[src/rtl/scaler_line_reader_pkg.sv]
// scaler_pkg: FSM states, RAM read latency and fixed-point constants for the scaler line reader.
// SCALER_LINE_READER_OREG_EN selects the registered-output RAM latency (LAT=2).
package scaler_pkg;
  typedef enum logic [1:0] {IDLE, RUN, DRAIN, DONE} state_t;
`ifdef SCALER_LINE_READER_OREG_EN
  localparam int LAT = 2;
`else
  localparam int LAT = 1;
`endif
  localparam int FRAC_BITS = 8;
  localparam int ONE_STEP = 1 << FRAC_BITS;
endpackage

[src/rtl/scaler_line_reader_fifo.sv]
// scaler_skid_fifo: small circular FIFO holding returned RAM read data with an occupancy count.
module scaler_skid_fifo #(
  parameter int DEPTH = 2,
  parameter int WIDTH = 9
) (
  input  logic                         clk,
  input  logic                         rst_n,
  input  logic                         push,
  input  logic [WIDTH-1:0]             push_data,
  input  logic                         pop,
  output logic [WIDTH-1:0]             head,
  output logic [$clog2(DEPTH+1)-1:0]   count
);
  localparam int CW = $clog2(DEPTH + 1);
  localparam int PW = (DEPTH > 1) ? $clog2(DEPTH) : 1;
  logic [WIDTH-1:0] mem [DEPTH];
  logic [PW-1:0] wr_ptr, rd_ptr;
  function automatic logic [PW-1:0] inc(input logic [PW-1:0] p);
    return (p == PW'(DEPTH - 1)) ? '0 : p + 1'b1;
  endfunction
  always_ff @(posedge clk)
    if (!rst_n) begin
      mem <= '{default: '0};
      wr_ptr <= '0;
      rd_ptr <= '0;
      count <= '0;
    end else begin
      if (push) begin
        mem[wr_ptr] <= push_data;
        wr_ptr <= inc(wr_ptr);
      end
      if (pop) rd_ptr <= inc(rd_ptr);
      count <= count + CW'(push) - CW'(pop);
    end
  assign head = mem[rd_ptr];
endmodule

[src/rtl/scaler_line_reader.sv]
// scaler_line_reader: nearest-neighbour line resampling read controller feeding a valid/ready pixel stream.
// Define SCALER_LINE_READER_OREG_EN for a line-buffer RAM with registered output (LAT=2).
module scaler_line_reader
  import scaler_pkg::*;
#(
  parameter int ADDR_WIDTH = 12,
  parameter int DATA_WIDTH = 8,
  parameter int FRAC_WIDTH = 8,
  parameter int LEN_WIDTH  = 12
) (
  input  logic                             rd_clk,
  input  logic                             rd_rst_n,
  input  logic                             start,
  input  logic [ADDR_WIDTH-1:0]            base_addr,
  input  logic [ADDR_WIDTH+FRAC_WIDTH-1:0] step,
  input  logic [LEN_WIDTH-1:0]             line_len,
  output logic [ADDR_WIDTH-1:0]            rd_addr,
  input  logic [DATA_WIDTH-1:0]            rd_data,
  output logic                             m_valid,
  input  logic                             m_ready,
  output logic [DATA_WIDTH-1:0]            m_data,
  output logic                             m_last,
  output logic                             busy,
  output logic                             done
);
  localparam int AW = ADDR_WIDTH + FRAC_WIDTH;
  localparam int CW = $clog2(LAT + 2);
  state_t state, state_nx;
  logic [AW-1:0] acc, step_q;
  logic [LEN_WIDTH-1:0] len_q, issued;
  logic [LAT-1:0] pend, pend_last;
  logic [CW-1:0] fifo_count;
  logic [DATA_WIDTH:0] head;
  logic issue, pop, credit, drained;
  // A beat popped this cycle frees its slot, which keeps 1 pixel/cycle under continuous ready.
  assign pop = m_valid && m_ready;
  assign credit = $countones(pend) + int'(fifo_count) - int'(pop) <= LAT;
  assign issue = state == RUN && issued != len_q && credit;
  assign drained = pend == '0 && (fifo_count == '0 || (fifo_count == CW'(1) && pop));
  assign rd_addr = acc[AW-1:FRAC_WIDTH];
  assign m_valid = fifo_count != '0;
  assign m_data = head[DATA_WIDTH-1:0];
  assign m_last = head[DATA_WIDTH];
  always_ff @(posedge rd_clk)
    if (!rd_rst_n) state <= IDLE;
    else state <= state_nx;
  always_comb begin
    state_nx = state == IDLE  ? (start ? (line_len == '0 ? DONE : RUN) : IDLE)
             : state == RUN   ? (issued == len_q ? DRAIN : RUN)
             : state == DRAIN ? (drained ? DONE : DRAIN)
             : IDLE;
    busy = state == RUN || state == DRAIN;
    done = state == DONE;
  end
  always_ff @(posedge rd_clk)
    if (!rd_rst_n) begin
      acc <= '0;
      step_q <= '0;
      len_q <= '0;
      issued <= '0;
      pend <= '0;
      pend_last <= '0;
    end else begin
      if (state == IDLE && start) begin
        acc <= {base_addr, FRAC_WIDTH'(0)};
        step_q <= step;
        len_q <= line_len;
        issued <= '0;
      end else if (issue) begin
        acc <= acc + step_q;
        issued <= issued + 1'b1;
      end
      pend <= LAT'({pend, issue});
      pend_last <= LAT'({pend_last, issue && issued == len_q - 1'b1});
    end
  scaler_skid_fifo #(.DEPTH(LAT + 1), .WIDTH(DATA_WIDTH + 1)) u_fifo (
    .clk(rd_clk),
    .rst_n(rd_rst_n),
    .push(pend[LAT-1]),
    .push_data({pend_last[LAT-1], rd_data}),
    .pop(pop),
    .head(head),
    .count(fifo_count)
  );
endmodule

[config.mk]
export PLATFORM = sky130hd
export DESIGN_NAME = scaler_line_reader
export DESIGN_NICKNAME = d
export VERILOG_FILES = /design/src/rtl/scaler_line_reader_pkg.sv /design/src/rtl/scaler_line_reader_fifo.sv /design/src/rtl/scaler_line_reader.sv
export SDC_FILE = /design/constraint.sdc
export NUM_CORES = 1
export LEC_CHECK = 0
export CORE_ASPECT_RATIO = 2
export CORE_MARGIN = 2
export CORE_UTILIZATION = 58
export DETAILED_ROUTE_END_ITERATION = 8
export HOLD_SLACK_MARGIN = 0.15
export PLACE_DENSITY = 0.93
export SLEW_MARGIN = 10
export SYNTH_ARGS = -nofsm -noshare
export SYNTH_HDL_FRONTEND = slang
export SYNTH_SLANG_ARGS = --single-unit
[constraint.sdc]
create_clock -name rd_clk -period 7.4 [get_ports rd_clk]
set_clock_uncertainty 0.2 [all_clocks]
set_input_delay 1.11 -clock rd_clk [delete_from_list [all_inputs] [get_ports rd_clk]]
set_output_delay 1.11 -clock rd_clk [all_outputs]
set_load 0.01 [all_outputs]
==> results.toml, run 1 <==
[synthesis]
yosysWarningCount = 0
syn_area_mm2 = 0.00506
ys_ff_latch = 90
syn_avg_cell_area_um2 = 8.01
synth_fp_nets = 717
netlist_instances = 631
ys_seq_area_share_pct = 35.6
synth_edf_count = 0
synth_cell_types = 57
async_reset_ff_share_pct = 0
synth_ff_type = "dfxtp_1"

[route]
drc = 0
drt_iter0_markers = 319
antenna_left = 0
wl_mm = 13.2
first_pass_iters = 5
vias = 4724
wire_per_inst_um = 16.8
avgViaCountPerCell = 6.01

[timing]
slew_violations = 0
tightest_slew_ns = 0.935
hold_viol_final = 0
rsz0062_at_grt = "no"
fin_tns_setup_ns = 0
setup_viol = 0
period_share_pct = 56.2
hold_ws_ns = 0.257
slew_headroom_pct = 37.1
fmax_ghz = 0.240
period_minus_slack_ns = 4.16

[place]
hpwl_mm = 9.54
place_congestion = 0.941
port_buffers = 79

[pwr]
pwr-share-comb_pct = 17.6
p_leak_nw = 2.41
pwr_density_cell_mw_per_mm2 = 200
swShare_pct = 26.5
p_switching_mw = 0.323
p_int_mw = 0.896
irDropWorstVdd_v = 0.000125
seqPwrFrac_pct = 43.4
clkPwrFrac_pct = 39.0

[floorplan]
dieHeight_um = 136
rows = 48
initial_core_util_pct = 59.3
die_w_um = 70.0
die_area_mm2 = 0.00953
num_io_pins = 80
coreArea_mm2 = 0.00853

[worst_setup_path]
max_stage_delay_ns = 0.49
worstSetupEndpointType = "flop"
rrSetupSlack_ns = 4.01
r2r-start = "u_fifo.count[1]"
r2r.worst_path.cells = 12
cp.required_ns = 7.46
critPathBufInv = 3
cp_top_family = "buffers and inverters"
cp-start-kind = "input pin"
worstReg2RegEnd = "issued[9]"
arrival_ns = 4.22
worstPathCellList = "clkdlybuf4s50_1 > nand2_1 > o21ai_0 > ha_1 > inv_1 > fa_1 > xnor2_1 > a22oi_1 > a311oi_4 > buf_4 > nand4_2 > or3_1 > a21oi_1"
crit_fanout = 36
cp_slowest_cell = "clkdlybuf4s50_1"
path_class = "in -> reg"

[clock_network]
cts_resized = 0
post_cts_buffers = 0
htreeDepth = 3
postCtsHoldBufs = 0
clk_pin_slew_ns = 0.06
clock_latency_ns = 0.34
cts-root-buf = "clkbuf_16"
cts_buffer_depth = 2
cts_made_buffers = 9
cts_tree = "yes"
clock-sinks = 90

[grt]
grt_max_degree = 51
grt_pass1_wl_mm = 21.7
grt.total_usage_pct = 28.4
antenna_found_initial = 0
grt_pass1_vias = 4867
grt-ovfl-total = 0

[worst_hold_path]
min_from = "u_fifo.mem[9]"
holdPathStages = 2
hold_class = "reg -> reg"
holdPathEnd = "u_fifo.mem[9]"

[status]
status = "complete, no violations"

[cells_and_area]
layout_common_cells = "120 x nand2_1, 90 x dfxtp_1, 79 x clkdlybuf4s50_1, 75 x a21oi_1, 43 x nor2_1"
antenna_cells_inserted = 0
drive_above_1_share_pct = 5.54
final_common_cell = "nand2_1"
fin_nets = 767
fill_cells = 633
syn_to_final_growth_pct = 20.5

[run]
max_cap_viol_count = 0
[worst register-to-register path: stages, from the launching register on]
cell and delay, ns:
dfxtp_1 0.46, nand2_1 0.10, o21ai_0 0.18, ha_1 0.19, inv_1 0.05, fa_1 0.38, xnor2_1 0.15, a22oi_1 0.11
a311oi_4 0.28, buf_4 0.43, nand4_2 0.27, or3_1 0.36, a21oi_1 0.14
[stage by stage]
step	area, um^2	setup WS, ns	utilization, %	power (mW)	cells
finish	6090	3.24	71.4	1.22	786
global route	6090	3.00	71.4	1.27	786
CTS	6090	3.23	71.4	1.22	786
detailed placement	5780	2.88	67.8	0.749	770
global placement	5780	3.03	67.8	0.741	770
floorplan	5060	3.94	-	0.675	631
[state kept, by name (all words and copies together) (netlist names)]
signal	count
step_q	20
u_fifo.mem	18
len_q	12
pend	1
state	2
u_fifo.count	2
u_fifo.rd_ptr	1
u_fifo.wr_ptr	1
issued	12
pend_last	1
acc	20
[power by group through the flow]
stage	registers [mW]	logic, mW	clock network [mW]
after detailed placement	0.538	0.211	0
after floorplan	0.529	0.146	0
after global placement	0.537	0.204	0
after CTS	0.528	0.213	0.477
after global routing	0.531	0.234	0.500
final	0.529	0.215	0.476
[logic make-up (layout without fill, tap and decap cells)]
kind of cell / count (synthesis) / count (layout) / share of synthesized area [%]
compound gates: 142 / 142 / 17.1
buf+inv: 61 / 116 / 5.69
simple gates: 248 / 248 / 22.7
fa+ha+maj: 30 / 30 / 7.72
mux: 21 / 21 / 4.38
xor+xnor: 39 / 39 / 6.76
flops: 90 / 90 / 35.6
[metal layers]
layer | GRT usage [%] | wire, um | up-vias
met3 | 5.04 | 576 | 48
li1 | - | - | 2271
met4 | 16.9 | 606 | 0
met2 | 56.5 | 7430 | 173
met1 | 25.7 | 4570 | 2232
met5 | 0 | 0 | -
[cell usage after synthesis (all sizes together), types with 2 or more instances]
cell type    n  area share, %
nand2      120            8.9
buf         21            2.7
nor4         9            1.2
o21ai       21            2.1
xnor2       15            2.6
ha          28            6.9
dfxtp       90             36
fa           2           0.79
o21a         3           0.45
nor2        43            3.2
and4         2           0.35
or2          2           0.25
nor3b        3           0.45
nand2b       9            1.1
xor2        24            4.2
a211oi       8            1.3
o211a        3           0.59
mux2i       12            2.4
and2         3           0.37
mux2         9            2.0
or3          3           0.47
a21o         5           0.74
inv         17            1.3
nor3         8           0.79
nand4        7           0.99
o211ai       3           0.45
a311oi       2           0.69
nand3b       4           0.59
nor2b        6           0.74
clkbuf      23            1.7
nand3       22            2.2
a41oi        2           0.35
o31ai        2           0.30
a21oi       75            7.4
a31oi        8           0.99
and3         4           0.49
[worst max path at each step]
stage | start | to | depth (start not counted)
after floorplan | m_ready | issued[9] | 11
final | m_ready | issued[9] | 13
after global placement | m_ready | issued[9] | 13
after CTS | m_ready | issued[9] | 13
after global routing | m_ready | issued[9] | 13
after detailed placement | m_ready | issued[9] | 13
[area by class of cell]
| type | count | area (um^2) | area share (%) |
|---|---|---|---|
| multi-input cells | 480 | 2970 | 48.7 |
| repair buffers | 83 | 821 | 13.5 |
| clock inverters | 4 | 48.8 | 0.801 |
| inverters | 17 | 63.8 | 1.05 |
| flip-flops and latches | 90 | 1800 | 29.6 |
| well taps | 100 | 125 | 2.05 |
| clock buffers | 12 | 267 | 4.37 |
(Power assumes the default switching activity.)
==> run 2: changes to the inputs <==
Settings changed: CORE_UTILIZATION 58 to 49, PLACE_DENSITY 0.93 to 0.85.
Clock period 7.4 ns to 3.53 ns, I/O delays scaled along.
==> results.toml, run 2 (synthesis results as in run 1) <==
[floorplan]
die_w_um = 75.8
initial_core_util_pct = 50.1
dieHeight_um = 148
rows = 52
coreArea_mm2 = 0.0101
num_io_pins = 80
die_area_mm2 = 0.0112

[timing]
tightest_slew_ns = 0.715
slew_headroom_pct = 51.9
fmax_ghz = 0.304
fin_tns_setup_ns = 0
setup_ws_ns = 0.242
period_minus_slack_ns = 3.29
period_share_pct = 93.1
setup_viol = 0
slew_violations = 0
rsz0062_at_grt = "no"
hold_viol_final = 0

[cells_and_area]
antenna_cells_inserted = 0
fin_nets = 777
syn_to_final_growth_pct = 22.8
fill_cells = 842
reg_top3 = "acc: 20 flops, step_q: 20 flops, u_fifo.mem: 18 flops"
multiInputGateArea_mm2 = 0.00297
register_area_mm2 = 0.00180
drive_above_1_share_pct = 6.90
final_common_cell = "nand2_1"
stdcell_area_mm2 = 0.00621
layout_common_cells = "120 x nand2_1, 90 x dfxtp_1, 79 x clkdlybuf4s50_1, 75 x a21oi_1, 43 x nor2_1"

[worst_setup_path]
arrival_ns = 3.36
crit_fanout = 13
worstSetupEndpointType = "flop"
cp-start-kind = "input pin"
cp.required_ns = 3.60
path_class = "in -> reg"

[status]
status = "complete, no violations"

[route]
drt_iter0_markers = 212
wl_mm = 13.3
wire_per_inst_um = 16.0
first_pass_iters = 5
drc = 0
vias = 4815
avgViaCountPerCell = 5.79
antenna_left = 0

[pwr]
p_total_mw = 2.54
p_leak_nw = 2.45
irDropWorstVdd_v = 0.000276
pwr_density_cell_mw_per_mm2 = 409

[grt]
antenna_found_initial = 0
grt-ovfl-total = 0
grt_pass1_vias = 4840
grt_pass1_wl_mm = 21.3
grt_max_degree = 57
grt.total_usage_pct = 24.4

[place]
dpl_worst_slack_ns = -0.0845
place_congestion = 0.946
place_area_mm2 = 0.00591
hpwl_mm = 9.90
port_buffers = 79

[clock_network]
postCtsHoldBufs = 0
cts_resized = 0
post_cts_buffers = 0
clock-sinks = 90
clock_latency_ns = 0.34
cts_made_buffers = 9
cts-root-buf = "clkbuf_16"
cts_tree = "yes"
cts_buffer_depth = 2
htreeDepth = 3
clk_pin_slew_ns = 0.07

[run]
max_cap_viol_count = 0

[worst_hold_path]
hold_class = "reg -> reg"
-- run 2: worst paths after layout --
| check | start | end | slack, ns | cells after the start |
|---|---|---|---|---|
| setup / recovery | m_ready | issued[9] | 0.24 | 13 |
| setup reg to reg | acc[0] | acc[10] | 0.37 | 9 |
| hold reg to reg | u_fifo.mem[15] | u_fifo.mem[15] | 0.25 | 2 |
| hold / removal | u_fifo.mem[15] | u_fifo.mem[15] | 0.25 | 2 |
-- run 2: worst max-delay path: stages --
cell             delay (ns)
clkdlybuf4s50_1        0.49
nand2_1                0.07
o21ai_0                0.17
ha_1                   0.19
inv_1                  0.06
fa_1                   0.38
xnor2_1                0.16
a22oi_1                0.12
a311oi_4               0.34
buf_12                 0.18
nand4_2                0.19
or3_1                  0.35
a21oi_1                0.14
-- run 2: through the flow --
stage / std cells / hold WS [ns] / utilization, %
global route: 831 / 0.266 / 61.6
global placement: 815 / 0.238 / 58.6
detailed placement: 815 / 0.244 / 58.6
floorplan: 631 / 0.232 / -
CTS: 831 / 0.254 / 61.6
finish: 831 / 0.254 / 61.6
-- run 2: layout make-up --
cell class | count | area share (%)
clock inverters | 7 | 1.23
multi-input cells | 480 | 47.8
repair buffers | 93 | 14.6
clock buffers | 9 | 3.63
well taps | 135 | 2.72
flip-flops and latches | 90 | 29.0
inverters | 17 | 1.03
-- run 2: layer usage --
| metal | up-vias | routed length, um | global-route usage [%] |
|---|---|---|---|
| met5 | - | 0 | 0 |
| met1 | 2293 | 4890 | 24.9 |
| li1 | 2294 | - | - |
| met2 | 175 | 7110 | 43.3 |
| met4 | 0 | 708 | 15.0 |
| met3 | 53 | 601 | 4.16 |
-- run 2: report_power, final --
part	internal [mW]	total [mW]	switching (mW)
sequential	1.06	1.11	0.0449
clock	0.554	0.965	0.410
combinational	0.225	0.472	0.247
==> run 3: changes to the inputs <==
Settings changed: CELL_PAD_IN_SITES_DETAIL_PLACEMENT from default to 0, CELL_PAD_IN_SITES_GLOBAL_PLACEMENT from default to 1, CORE_UTILIZATION 49 to 36, PLACE_DENSITY 0.85 to 0.84.
==> results.toml, run 3 (synthesis results as in run 1) <==
[status]
status = "complete, no violations"

[worst_hold_path]
min_from = "u_fifo.mem[2]"
holdPathEnd = "u_fifo.mem[2]"
holdPathStages = 2
hold_class = "reg -> reg"

[clock_network]
post_cts_buffers = 0
clock_latency_ns = 0.35
cts_made_buffers = 9
postCtsHoldBufs = 0
cts_resized = 0
htreeDepth = 3
cts-root-buf = "clkbuf_16"
clock-sinks = 90
clk_pin_slew_ns = 0.07
cts_tree = "yes"
cts_buffer_depth = 2

[route]
drc = 0
vias = 4605
wl_mm = 13.1
drt_iter0_markers = 89
antenna_left = 0
wire_per_inst_um = 14.8
first_pass_iters = 5
avgViaCountPerCell = 5.19

[timing]
slew_violations = 0
period_share_pct = 91.3
fin_tns_setup_ns = 0
slew_headroom_pct = 57.0
tightest_slew_ns = 0.644
period_minus_slack_ns = 3.22
fmax_ghz = 0.310
rsz0062_at_grt = "no"
setup_viol = 0
hold_viol_final = 0

[worst_setup_path]
arrival_ns = 3.30
crit_fanout = 8
cp-start-kind = "input pin"
r2r-start = "u_fifo.count[1]"
cp.required_ns = 3.61
worstSetupEndpointType = "flop"
worstReg2RegEnd = "issued[9]"
path_class = "in -> reg"
rrSetupSlack_ns = 0.48
startpoint = "m_ready"
r2r.worst_path.cells = 12

[grt]
grt_pass1_vias = 4592
grt-ovfl-total = 0
grt_max_degree = 40
grt_pass1_wl_mm = 21.4
antenna_found_initial = 0
grt.total_usage_pct = 18.0

[run]
max_cap_viol_count = 0

[pwr]
pwr-share-comb_pct = 17.9
pwr_density_cell_mw_per_mm2 = 412
swShare_pct = 28.5
p_leak_nw = 2.47
p_switching_mw = 0.739
irDropWorstVdd_v = 0.000240
p_total_mw = 2.59
seqPwrFrac_pct = 42.6
clkPwrFrac_pct = 39.5
p_int_mw = 1.85

[floorplan]
initial_core_util_pct = 36.6
die_area_mm2 = 0.0151
dieHeight_um = 172
coreArea_mm2 = 0.0138
die_w_um = 87.8
rows = 61
num_io_pins = 80

[cells_and_area]
fin_nets = 780
utilization_pct = 45.6
final_common_cell = "nand2_1"
syn_to_final_growth_pct = 24.6
stdcell_count = 888
reg_top3 = "acc: 20 flops, step_q: 20 flops, u_fifo.mem: 18 flops"
layout_common_cells = "120 x nand2_1, 90 x dfxtp_1, 79 x clkdlybuf4s50_1, 75 x a21oi_1, 43 x nor2_1"
antenna_cells_inserted = 0
stdcell_area_mm2 = 0.00630
drive_above_1_share_pct = 7.30

[place]
place_congestion = 0.843
dp_cells = 872
port_buffers = 79
hpwl_mm = 9.87
place_area_mm2 = 0.00599
[run 3: area by class of cell]
cell class / instances / area [um^2]
multi-input combinational: 480 / 2970
timing repair buffer: 96 / 918
inverter: 17 / 63.8
tap: 189 / 236
clock inverter: 7 / 87.6
sequential: 90 / 1800
fill: 1339 / 7510
clock buffer: 9 / 225
[run 3: layer usage]
metal / GRT usage [%] / share of wire, % / up-vias
met3: 2.69 / 3.7 / 24
li1: - / - / 2302
met1: 19.5 / 39 / 2166
met4: 6.29 / 1.9 / 0
met2: 34.2 / 55 / 113
met5: 0 / 0 / -
[run 3: through the flow]
step,setup WS [ns],hold slack [ns]
final,0.306,0.253
after global routing,0.121,0.270
after CTS,0.303,0.257
after floorplan,0.655,0.232
after global placement,0.0114,0.240
after detailed placement,-0.0346,0.246
[run 3: critical path, cell delays in order]
cell             delay [ns]
clkdlybuf4s50_1        0.49
nand2_1                0.08
o21ai_0                0.18
ha_1                   0.19
inv_1                  0.05
fa_1                   0.37
xnor2_1                0.14
a22oi_1                0.12
a311oi_4               0.27
buf_4                  0.21
nand4_2                0.18
or3_1                  0.36
a21oi_1                0.14
[run 3: power by group through the flow]
stage	Clock, mW	Combinational (mW)	Sequential, mW
final	1.02	0.465	1.10
after global routing	1.09	0.514	1.11
after CTS	1.04	0.469	1.10
after detailed placement	0	0.465	1.13
after global placement	0	0.459	1.13
after floorplan	0	0.306	1.11
[run 3: how the worst max path moves through the flow]
stage / end / slack [ns] / cells after the start
finish: issued[9] / 0.31 / 13
global route: issued[9] / 0.12 / 13
CTS: issued[9] / 0.30 / 13
detailed placement: issued[9] / -0.03 / 13
global placement: issued[11] / 0.01 / 14
floorplan: issued[9] / 0.65 / 11
